==> src/rtl/ara_pkg.sv <==
// Shared types for the lane's vector data SRAM request path.
// Holds the default sizing, the SRAM request payload struct and the
// read-return tag carried through the latency pipeline.
package ara_pkg;

  localparam int unsigned AraNumReq    = 4;
  localparam int unsigned AraNumWords  = 1024;
  localparam int unsigned AraDataWidth = 128;
  localparam int unsigned AraByteWidth = 8;
  localparam int unsigned AraAddrWidth = $clog2(AraNumWords);
  localparam int unsigned AraBeWidth   = (AraDataWidth + AraByteWidth - 1) / AraByteWidth;

  // One SRAM access as registered toward the macro.
  typedef struct packed {
    logic                    we;
    logic [AraAddrWidth-1:0] addr;
    logic [AraDataWidth-1:0] wdata;
    logic [AraBeWidth-1:0]   be;
  } vrf_sram_req_t;

  // Tracks a read in flight: valid plus one-hot originating requester.
  typedef struct packed {
    logic                 valid;
    logic [AraNumReq-1:0] id;
  } resp_tag_t;

endpackage

==> src/rtl/vector_d_sram_req_arbiter_if.sv <==
// Requester-side bus of the vector data SRAM arbiter.
// Signals keep the arbiter's point of view in their suffix:
//   req_valid_i/req_we_i/req_addr_i/req_wdata_i/req_be_i : flattened per-requester request
//   req_ready_o  : per-requester grant (one-hot or zero, combinational)
//   resp_valid_o : one-hot read-data valid
//   resp_rdata_o : read data shared by all requesters
// master = requesters, slave = arbiter.
interface vector_d_sram_req_arbiter_if
  import ara_pkg::*;
#(
  parameter int unsigned NumReq    = AraNumReq,
  parameter int unsigned AddrWidth = AraAddrWidth,
  parameter int unsigned DataWidth = AraDataWidth,
  parameter int unsigned BeWidth   = AraBeWidth
) ();

  logic [NumReq-1:0]           req_valid_i;
  logic [NumReq-1:0]           req_ready_o;
  logic [NumReq-1:0]           req_we_i;
  logic [NumReq*AddrWidth-1:0] req_addr_i;
  logic [NumReq*DataWidth-1:0] req_wdata_i;
  logic [NumReq*BeWidth-1:0]   req_be_i;
  logic [NumReq-1:0]           resp_valid_o;
  logic [DataWidth-1:0]        resp_rdata_o;

  modport master (
    output req_valid_i, req_we_i, req_addr_i, req_wdata_i, req_be_i,
    input  req_ready_o, resp_valid_o, resp_rdata_o
  );

  modport slave (
    input  req_valid_i, req_we_i, req_addr_i, req_wdata_i, req_be_i,
    output req_ready_o, resp_valid_o, resp_rdata_o
  );

endinterface

==> src/rtl/vector_d_sram_rr_arb.sv <==
// Combinational round-robin picker.
// Ports: valid_i (request mask), ptr_i (highest-priority index),
//        gnt_o (one-hot grant), gnt_idx_o (encoded grant), gnt_any_o (any grant).
// The first valid requester at or above ptr_i, wrapping around, wins.
module vector_d_sram_rr_arb #(
  parameter  int unsigned NumReq   = 4,
  localparam int unsigned IdxWidth = $clog2(NumReq)
) (
  input  logic [NumReq-1:0]   valid_i,
  input  logic [IdxWidth-1:0] ptr_i,
  output logic [NumReq-1:0]   gnt_o,
  output logic [IdxWidth-1:0] gnt_idx_o,
  output logic                gnt_any_o
);

  // Walk the candidates in priority order; the first valid one is taken.
  always_comb begin
    int unsigned cand;
    gnt_o     = '0;
    gnt_idx_o = '0;
    gnt_any_o = 1'b0;
    cand      = 0;
    for (int unsigned k = 0; k < NumReq; k++) begin
      cand = (32'(ptr_i) + k) % NumReq;
      if (!gnt_any_o && valid_i[cand]) begin
        gnt_any_o   = 1'b1;
        gnt_o[cand] = 1'b1;
        gnt_idx_o   = IdxWidth'(cand);
      end
    end
  end

endmodule

==> src/rtl/vector_d_sram_req_arbiter.sv <==
// Vector data SRAM request arbiter.
// Round-robin arbitrates the requesters onto one SRAM port, registers the
// winning access toward the SRAM and steers read data back to its
// originator after the SRAM latency.
// Ports: clk_i, rst_i (async, active-high);
//        req_if    : requester bus (slave side), see vector_d_sram_req_arbiter_if;
//        sram_*_o  : registered SRAM request/we/addr/wdata/be;
//        sram_rdata_i : SRAM read data;
//        busy_o    : request register or read pipeline occupied.
// Payload structs take their widths from ara_pkg, so widths must stay at
// the package defaults; Latency is freely configurable.
module vector_d_sram_req_arbiter
  import ara_pkg::*;
#(
  parameter  int unsigned NumReq    = AraNumReq,
  parameter  int unsigned NumWords  = AraNumWords,
  parameter  int unsigned DataWidth = AraDataWidth,
  parameter  int unsigned ByteWidth = AraByteWidth,
  parameter  int unsigned Latency   = 1,
  localparam int unsigned AddrWidth = $clog2(NumWords),
  localparam int unsigned BeWidth   = (DataWidth + ByteWidth - 1) / ByteWidth
) (
  input  logic                     clk_i,
  input  logic                     rst_i,
  vector_d_sram_req_arbiter_if.slave req_if,
  output logic                     sram_req_o,
  output logic                     sram_we_o,
  output logic [AddrWidth-1:0]     sram_addr_o,
  output logic [DataWidth-1:0]     sram_wdata_o,
  output logic [BeWidth-1:0]       sram_be_o,
  input  logic [DataWidth-1:0]     sram_rdata_i,
  output logic                     busy_o
);

  localparam int unsigned IdxWidth = $clog2(NumReq);

  logic [NumReq-1:0]   gnt;
  logic [IdxWidth-1:0] gnt_idx;
  logic                gnt_any;

  logic [IdxWidth-1:0] ptr_q, ptr_d;
  logic                req_q, req_d;
  vrf_sram_req_t       pay_q, pay_d;
  // Stage 0 rides alongside the request register; stage Latency is the tail
  // that lines up with the SRAM read data.
  resp_tag_t           tag_q [Latency+1];
  resp_tag_t           tag_d [Latency+1];

  vector_d_sram_rr_arb #(.NumReq(NumReq)) u_rr_arb (
    .valid_i   (req_if.req_valid_i),
    .ptr_i     (ptr_q),
    .gnt_o     (gnt),
    .gnt_idx_o (gnt_idx),
    .gnt_any_o (gnt_any)
  );

  assign req_if.req_ready_o = gnt;

  // Next state: pointer advance, payload capture, read-tag shift.
  always_comb begin
    ptr_d    = ptr_q;
    req_d    = gnt_any;
    pay_d    = pay_q;
    tag_d[0] = '0;
    for (int unsigned s = 1; s <= Latency; s++) begin
      tag_d[s] = tag_q[s-1];
    end
    if (gnt_any) begin
      ptr_d       = (32'(gnt_idx) == NumReq - 1) ? '0 : gnt_idx + IdxWidth'(1);
      pay_d.we    = req_if.req_we_i[gnt_idx];
      pay_d.addr  = req_if.req_addr_i[gnt_idx*AddrWidth +: AddrWidth];
      pay_d.wdata = req_if.req_wdata_i[gnt_idx*DataWidth +: DataWidth];
      pay_d.be    = req_if.req_be_i[gnt_idx*BeWidth +: BeWidth];
      // Writes occupy a pipeline slot but never produce a response.
      tag_d[0].valid = ~req_if.req_we_i[gnt_idx];
      tag_d[0].id    = gnt;
    end
  end

  always_ff @(posedge clk_i or posedge rst_i) begin
    if (rst_i) begin
      ptr_q <= '0;
      req_q <= 1'b0;
      pay_q <= '0;
      for (int unsigned s = 0; s <= Latency; s++) begin
        tag_q[s] <= '0;
      end
    end else begin
      ptr_q <= ptr_d;
      req_q <= req_d;
      pay_q <= pay_d;
      tag_q <= tag_d;
    end
  end

  assign sram_req_o   = req_q;
  assign sram_we_o    = pay_q.we;
  assign sram_addr_o  = pay_q.addr;
  assign sram_wdata_o = pay_q.wdata;
  assign sram_be_o    = pay_q.be;

  // Read data is passed straight through and gated by the tail tag.
  assign req_if.resp_valid_o = tag_q[Latency].valid ? tag_q[Latency].id : '0;
  assign req_if.resp_rdata_o = tag_q[Latency].valid ? sram_rdata_i : '0;

  always_comb begin
    busy_o = req_q;
    for (int unsigned s = 0; s <= Latency; s++) begin
      busy_o = busy_o | tag_q[s].valid;
    end
  end

endmodule
==> src/flat_wrapper.sv <==
// flat-port wrapper written by rule: the top's interface ports become plain ports
module vector_d_sram_req_arbiter_flat import ara_pkg::*;
#(
  parameter  int unsigned NumReq    = AraNumReq,
  parameter  int unsigned NumWords  = AraNumWords,
  parameter  int unsigned DataWidth = AraDataWidth,
  parameter  int unsigned ByteWidth = AraByteWidth,
  parameter  int unsigned Latency   = 1,
  localparam int unsigned AddrWidth = $clog2(NumWords),
  localparam int unsigned BeWidth   = (DataWidth + ByteWidth - 1) / ByteWidth
)
  (clk_i, rst_i, sram_req_o, sram_we_o, sram_addr_o, sram_wdata_o, sram_be_o, sram_rdata_i, busy_o, req_if_req_valid_i, req_if_req_we_i, req_if_req_addr_i, req_if_req_wdata_i, req_if_req_be_i, req_if_req_ready_o, req_if_resp_valid_o, req_if_resp_rdata_o);
  vector_d_sram_req_arbiter_if #(.NumReq(NumReq), .DataWidth(DataWidth)) req_if_i ();
  input  logic clk_i;
  input  logic rst_i;
  output logic sram_req_o;
  output logic sram_we_o;
  output logic [AddrWidth-1:0] sram_addr_o;
  output logic [DataWidth-1:0] sram_wdata_o;
  output logic [BeWidth-1:0] sram_be_o;
  input  logic [DataWidth-1:0] sram_rdata_i;
  output logic busy_o;
  input wire logic [$bits(req_if_i.req_valid_i)-1:0] req_if_req_valid_i;
  input wire logic [$bits(req_if_i.req_we_i)-1:0] req_if_req_we_i;
  input wire logic [$bits(req_if_i.req_addr_i)-1:0] req_if_req_addr_i;
  input wire logic [$bits(req_if_i.req_wdata_i)-1:0] req_if_req_wdata_i;
  input wire logic [$bits(req_if_i.req_be_i)-1:0] req_if_req_be_i;
  output wire logic [$bits(req_if_i.req_ready_o)-1:0] req_if_req_ready_o;
  output wire logic [$bits(req_if_i.resp_valid_o)-1:0] req_if_resp_valid_o;
  output wire logic [$bits(req_if_i.resp_rdata_o)-1:0] req_if_resp_rdata_o;
  assign req_if_i.req_valid_i = req_if_req_valid_i;
  assign req_if_i.req_we_i = req_if_req_we_i;
  assign req_if_i.req_addr_i = req_if_req_addr_i;
  assign req_if_i.req_wdata_i = req_if_req_wdata_i;
  assign req_if_i.req_be_i = req_if_req_be_i;
  assign req_if_req_ready_o = req_if_i.req_ready_o;
  assign req_if_resp_valid_o = req_if_i.resp_valid_o;
  assign req_if_resp_rdata_o = req_if_i.resp_rdata_o;
  vector_d_sram_req_arbiter #(.NumReq(NumReq), .NumWords(NumWords), .DataWidth(DataWidth), .ByteWidth(ByteWidth), .Latency(Latency)) u_core (.clk_i(clk_i), .rst_i(rst_i), .req_if(req_if_i), .sram_req_o(sram_req_o), .sram_we_o(sram_we_o), .sram_addr_o(sram_addr_o), .sram_wdata_o(sram_wdata_o), .sram_be_o(sram_be_o), .sram_rdata_i(sram_rdata_i), .busy_o(busy_o));
endmodule
==> config.mk <==
export PLATFORM = sky130hd
export DESIGN_NAME = vector_d_sram_req_arbiter_flat
export DESIGN_NICKNAME = d
export VERILOG_FILES = /design/src/rtl/ara_pkg.sv /design/src/rtl/vector_d_sram_req_arbiter_if.sv /design/src/rtl/vector_d_sram_rr_arb.sv /design/src/rtl/vector_d_sram_req_arbiter.sv /design/src/flat_wrapper.sv
export SDC_FILE = /design/constraint.sdc
export NUM_CORES = 1
export LEC_CHECK = 0
export CAP_MARGIN = 20
export CELL_PAD_IN_SITES_DETAIL_PLACEMENT = 0
export CELL_PAD_IN_SITES_GLOBAL_PLACEMENT = 1
export CORE_AREA = 2 2 410 412
export DETAILED_ROUTE_END_ITERATION = 10
export DIE_AREA = 0 0 412 414
export PLACE_DENSITY = 0.43
export SYNTH_ARGS = -nofsm -noshare
export SYNTH_HDL_FRONTEND = slang
export SYNTH_SLANG_ARGS = --single-unit
==> constraint.sdc <==
create_clock -name clk_i -period 18.4 [get_ports clk_i]
set_clock_uncertainty 0.2 [all_clocks]
set_input_delay 5.52 -clock clk_i [delete_from_list [all_inputs] [get_ports clk_i]]
set_output_delay 5.52 -clock clk_i [all_outputs]
set_load 0.01 [all_outputs]
== Word-level counts from Yosys, hierarchy flattened ==
Index checks and enable logic that the tools add are counted.

* Register bits after elaboration: 168
* Input bits: 754
* Output and inout port bits: 293
* Logic and storage cells: 78

* Add/subtract/negate cells: 4
* Multipliers: 1
* Magnitude comparators: 9
* Equal/unequal tests: 1
* Shifts and indexed selects: 3
* Mux-type cells: 34
* Bitwise operators: 6
* Reduce and logical (&&, ||, !) cells: 10

{| class="wikitable"
|+ Operators by type and width
! operator !! count
|-
| variable part select 512 x 10 -> 128 bit || 1
|-
| 2-to-1 mux 128 bit || 1
|-
| variable part select 64 x 7 -> 16 bit || 1
|-
| variable part select 40 x 7 -> 10 bit || 1
|-
| 2-to-1 mux 4 bit || 5
|-
| less-than comparator 2 x 3 -> 1 bit (second input constant) || 5
|-
| 2-to-1 mux 1 bit || 13
|-
| OR 4 bit || 3
|-
| binary-select mux 1 bit (select 2 bit) || 5
|-
| 2-to-1 mux 2 bit || 5
|-
| demux 1 bit (select 2 bit) || 4
|-
| greater-or-equal comparator 2 x 1 -> 1 bit (second input constant) || 4
|-
| logical AND 1 bit || 7
|-
| multiplier 2 x 3 -> 5 bit (second input constant) || 1
|-
| 2-to-1 mux 5 bit || 1
|-
| adder 2 x 1 -> 2 bit (second input constant) || 2
|-
| adder 2 bit (second input constant) || 2
|-
| logical NOT 1 bit || 3
|-
| equality test 2 bit (second input constant) || 1
|-
| OR 1 bit || 2
|-
| NOT 1 bit || 1
|}

== Longest topological paths before layout ==
* Depth in word-level cells: 16
* Depth in mapped cells: 15
* Gate-level depth less buffers: 8

== Hierarchy ==
Synthesis repeated with hierarchy kept, for this count alone.

* Cells, all modules: 1080
* Area, all modules: 12274.3 µm²

{| class="wikitable"
|+ By module, submodules not included
! module !! times used !! cells each !! area an instance (µm²) !! seq. area each (µm²)
|-
| vector_d_sram_req_arbiter || 1 || 1035 || 11855.1 || 4204.0
|-
| vector_d_sram_rr_arb || 1 || 45 || 419.2 || 0.0
|}

== Worst setup path after synthesis ==
OpenSTA, ideal clock, no wires.

* Path kind: input to output
* Start: input req_if_req_valid_i[3]
* End: output req_if_req_ready_o[0]
* Arrival time: 6.871 ns
* Required time: 12.680 ns
* Setup slack: 5.809 ns
* Stages: 6
* Buffers on the path: 2
* Cell sequence: clkbuf_1 mux4_2 nor2b_1 buf_2 a22oi_1 o21ai_0

* Word-level cells in the longest chain between the ends: 12
* Elaborated cells on any way between the ends: 24
* Those cells by class: 15 x mux; 3 x bitwise; 6 x reduce/logical

{| class="wikitable"
|+ RTL lines
! item !! line !! text
|-
| start, declared || flat_wrapper.sv:23 || <nowiki>input wire logic [$bits(req_if_i.req_valid_i)-1:0] req_if_req_valid_i;</nowiki>
|-
| binary-select mux 1 bit (select 2 bit) || vector_d_sram_rr_arb.sv:25 || <nowiki>if (!gnt_any_o && valid_i[cand]) begin</nowiki>
|-
| 2-to-1 mux 1 bit (not written as such) || vector_d_sram_rr_arb.sv:25 ||
|-
| 2-to-1 mux 1 bit || vector_d_sram_rr_arb.sv:25 ||
|-
| logical NOT 1 bit || vector_d_sram_rr_arb.sv:25 ||
|-
| logical AND 1 bit || vector_d_sram_rr_arb.sv:25 ||
|-
| 2-to-1 mux 1 bit || vector_d_sram_rr_arb.sv:25 ||
|-
| logical NOT 1 bit || vector_d_sram_rr_arb.sv:25 ||
|-
| logical AND 1 bit || vector_d_sram_rr_arb.sv:25 ||
|-
| 2-to-1 mux 1 bit || vector_d_sram_rr_arb.sv:25 ||
|-
| logical NOT 1 bit || vector_d_sram_rr_arb.sv:25 ||
|-
| logical AND 1 bit || vector_d_sram_rr_arb.sv:25 ||
|-
| 2-to-1 mux 4 bit * || vector_d_sram_rr_arb.sv:25 ||
|-
| end, declared || flat_wrapper.sv:28 || <nowiki>output wire logic [$bits(req_if_i.req_ready_o)-1:0] req_if_req_ready_o;</nowiki>
|}

Every way passes the cells marked *; elsewhere a longest branch is shown, timed or not. The select of a mux whose other input is x is not followed.

== Worst setup path after layout ==
* Start: input req_if_req_valid_i[2]
* End: output req_if_req_ready_o[2]

The elaborated chain is that of the path after synthesis.

==> metrics.csv <==
metric;value;unit
Post-CTS Resized;0;
initial antenna violation count;87;
fin nets;3007;
commonest non-fill, non-tap cell in the layout;clkdlybuf4s50_1;
height of the die;414;microns
Cell Area, Placed;24030;sq um
CTS Buf Count;17;
commonest non-fill, non-tap cells in the layout;clkdlybuf4s50_1 (1046), dfrtp_1 (167), and3_1 (157);
Seq cells post-synth;168;
Hold Vio Cnt, Final;0;
clk_lat worst skew;0.52;ns
status;finished, final reports clean;
Wirelength per Cell;27.29;microns
core area;166300;sq um
slew margin rel.;16.08;%
crit-path max FO;12;
Worst Hold Class;flop to flop;
hpwl dp;101.3;mm
Reg area;4208;sq um
Max Freq;68.66;MHz
vias per cell;3.396;
drt drc;0;
CTS tree;built;
Critical Path RT;12.68;ns
Hold Path Cell Cnt;0;
CP Launch Type;input port;
Mapped Area;11140;sq um
GRT overflow;0;
Initial Util;6.697;%
layout cell share with drive strength beyond 1;3.451;%
hold path endpoint;u_core.tag_q[3];
Post-Place Cells;4433;
largest net degree at the start of global routing;128;
Pleak;0.008510;uW
clk sinks;168;
synth unique cells;43;
root buffer cell;clkbuf_16;
Yosys warnings;0;
R2R setup slack;12.15;ns
row count;150;
GRT Total Usage;13.84;%
DRT antenna net count;0;
Die Span X;412;microns
FF-to-FF End;u_core.sram_be_o[13];
Setup CP Type;input port to output port;
first-pass GRT wire length;157.1;mm
Setup TNS Final;0;ns
area occupied by multi-input gates;6309;sq um
vias in the first global route;15795;
part of the Yosys area used for sequential elements;37.75;%
fin crit share;79.15;%
Layout area overhead;121.5;%
RePlAce Congestion;0.8714;
reg2reg start;u_core.ptr_q[0];
# Post-CTS Setup Buffers;0;
clk slew on worst S/H paths;0.08;ns
most area-hungry cell type in the Yosys netlist;dfrtp_1;
Mapped Nets;2072;
reg2reg path depth;10;
Gate Count Post-Synth;1313;
cell area power density;167.6;nW/um^2
Final Setup Violations;0;
grt met3 use;2.898;%
crit path capture type;output port;
Worst Hold Launch;u_core.tag_d[3];
WHS;0.1561;ns
maximum clock path buffer count;2;
1st-pass router iterations;6;
worst setup margin;3.836;ns
met2 GRT Util;24.49;%
routed vias;15223;
met1 Use GR;17.11;%
min Tclk post-route;14.56;ns
signal arrival time at the worst endpoint;8.84;ns
final slew viol count;0;
GR peak layer;met2;
worst IR drop on VDD;0.1093;mV
hold buffers post-CTS;0;
MaxCap Viol Count;0;
WL final;122.3;mm
Fillers;19018;
synthesized area per cell;8.481;sq um
top post-synthesis cells by area;dfrtp_1 (38%), a221oi_1 (12%), a211oi_1 (10%), and3_1 (8.8%), and2_1 (7.4%);
fin cells;4483;
RSZ-0062 raised after global routing;false;
PortBufs;1046;
DIE AREA;170600;sq um
Yosys top cell area share;37.75;%
CTS H-tree lvls;4;
Worst-Margin Slew;1.259;ns
Finished Cell Area;24670;sq um
I/O pin count;1047;
DR iter-0 viols;1025;
DP Worst Slack;3.903;ns
## worst max-delay path by stage
| stage | from | to | slack [ns] | cells after the start |
|---|---|---|---|---|
| 2_1_floorplan | req_if_req_valid_i[3] | req_if_req_ready_o[0] | 5.81 | 6 |
| 3_3_place_gp | req_if_req_valid_i[2] | req_if_req_ready_o[2] | 3.90 | 6 |
| 3_5_place_dp | req_if_req_valid_i[2] | req_if_req_ready_o[2] | 3.90 | 6 |
| 4_1_cts | req_if_req_valid_i[2] | req_if_req_ready_o[2] | 3.90 | 6 |
| 5_1_grt | req_if_req_valid_i[2] | req_if_req_ready_o[2] | 3.74 | 6 |
| 6_report | req_if_req_valid_i[2] | req_if_req_ready_o[2] | 3.84 | 6 |
## layout make-up
| cell class | count | area share [%] |
|---|---|---|
| Inverter | 4 | 0.09130 |
| Sequential cell | 168 | 17.06 |
| Tap cell | 2204 | 11.18 |
| Multi-Input combinational cell | 981 | 25.57 |
| Clock inverter | 12 | 0.5681 |
| Timing Repair Buffer | 1076 | 43.50 |
| Clock buffer | 19 | 1.836 |
| Antenna cell | 19 | 0.1927 |
## cells in the mapped netlist
master and n:
xnor2_1 1, nor3b_1 2, a31oi_1 1, buf_6 1, nor2_1 7, buf_2 27, buf_1 3, o22ai_1 2
mux2i_1 1, nor3_4 1, o21a_1 2, a211oi_1 153, o31ai_1 1, inv_1 4, nand2_1 157, a22o_1 1
a41oi_1 1, o21ai_2 1, and3_1 157, mux2_2 3, a221oi_1 153, ha_1 5, o311ai_0 1, a211o_1 1
clkbuf_1 121, nor2b_1 3, mux4_2 3, a21oi_1 3, and3b_1 2, and2_1 132, o21ai_0 47, nand3_1 3
a21o_1 2, o21ai_1 121, dfrtp_1 168, o22a_1 1, a22oi_1 8, nor3_1 1, nor4_2 1, a21bo_2 1
buf_4 8, a311oi_1 1, or3_1 1
## power breakdown
part,internal (uW),switching (uW)
logic,1150,1840
registers,579,150
clock network,208,210
total,1930,2200
## logic make-up after synthesis
logic type	count (synthesis)	share of synthesized area, %
flip-flops	168	37.75
AND/OR/NAND/NOR	467	22.72
AO/OA/AOI/OAI	501	31.72
XOR/XNOR	1	0.07867
adder cells (fa/ha/maj)	5	0.5618
multiplexers	7	0.9999
buffers and inverters	164	6.169
## routing by layer
layer | share of wire [%] | routed length, microns
met3 | 5.9 | 7165
met1 | 42 | 51670
met4 | 2.2 | 2662
met2 | 50 | 60760
met5 | 0.072 | 88
## metrics by stage
step           total power, uW  util [%]
2_1_floorplan             2060         -
3_3_place_gp              3798     14.45
3_5_place_dp              3794     14.45
4_1_cts                   4252     14.81
5_1_grt                   4428     14.81
6_report                  4134     14.83
## worst max-delay path, stage by stage
cell,delay (ns)
clkdlybuf4s50_1,0.69
mux4_2,0.73
nor2b_1,0.67
a22oi_1,0.21
o21ai_0,0.39
clkdlybuf4s50_1,0.63
## flip-flops by register name, summed over array words and instances (netlist names)
| register | flops |
|---|---|
| u_core.sram_addr_o | 10 |
| u_core.tag_q | 5 |
| u_core.sram_we_o | 1 |
| u_core.sram_req_o | 1 |
| u_core.sram_be_o | 16 |
| u_core.sram_wdata_o | 128 |
| u_core.ptr_q | 2 |
| u_core.tag_d | 5 |
No activity file was read; power rests on OpenSTA's default activity.
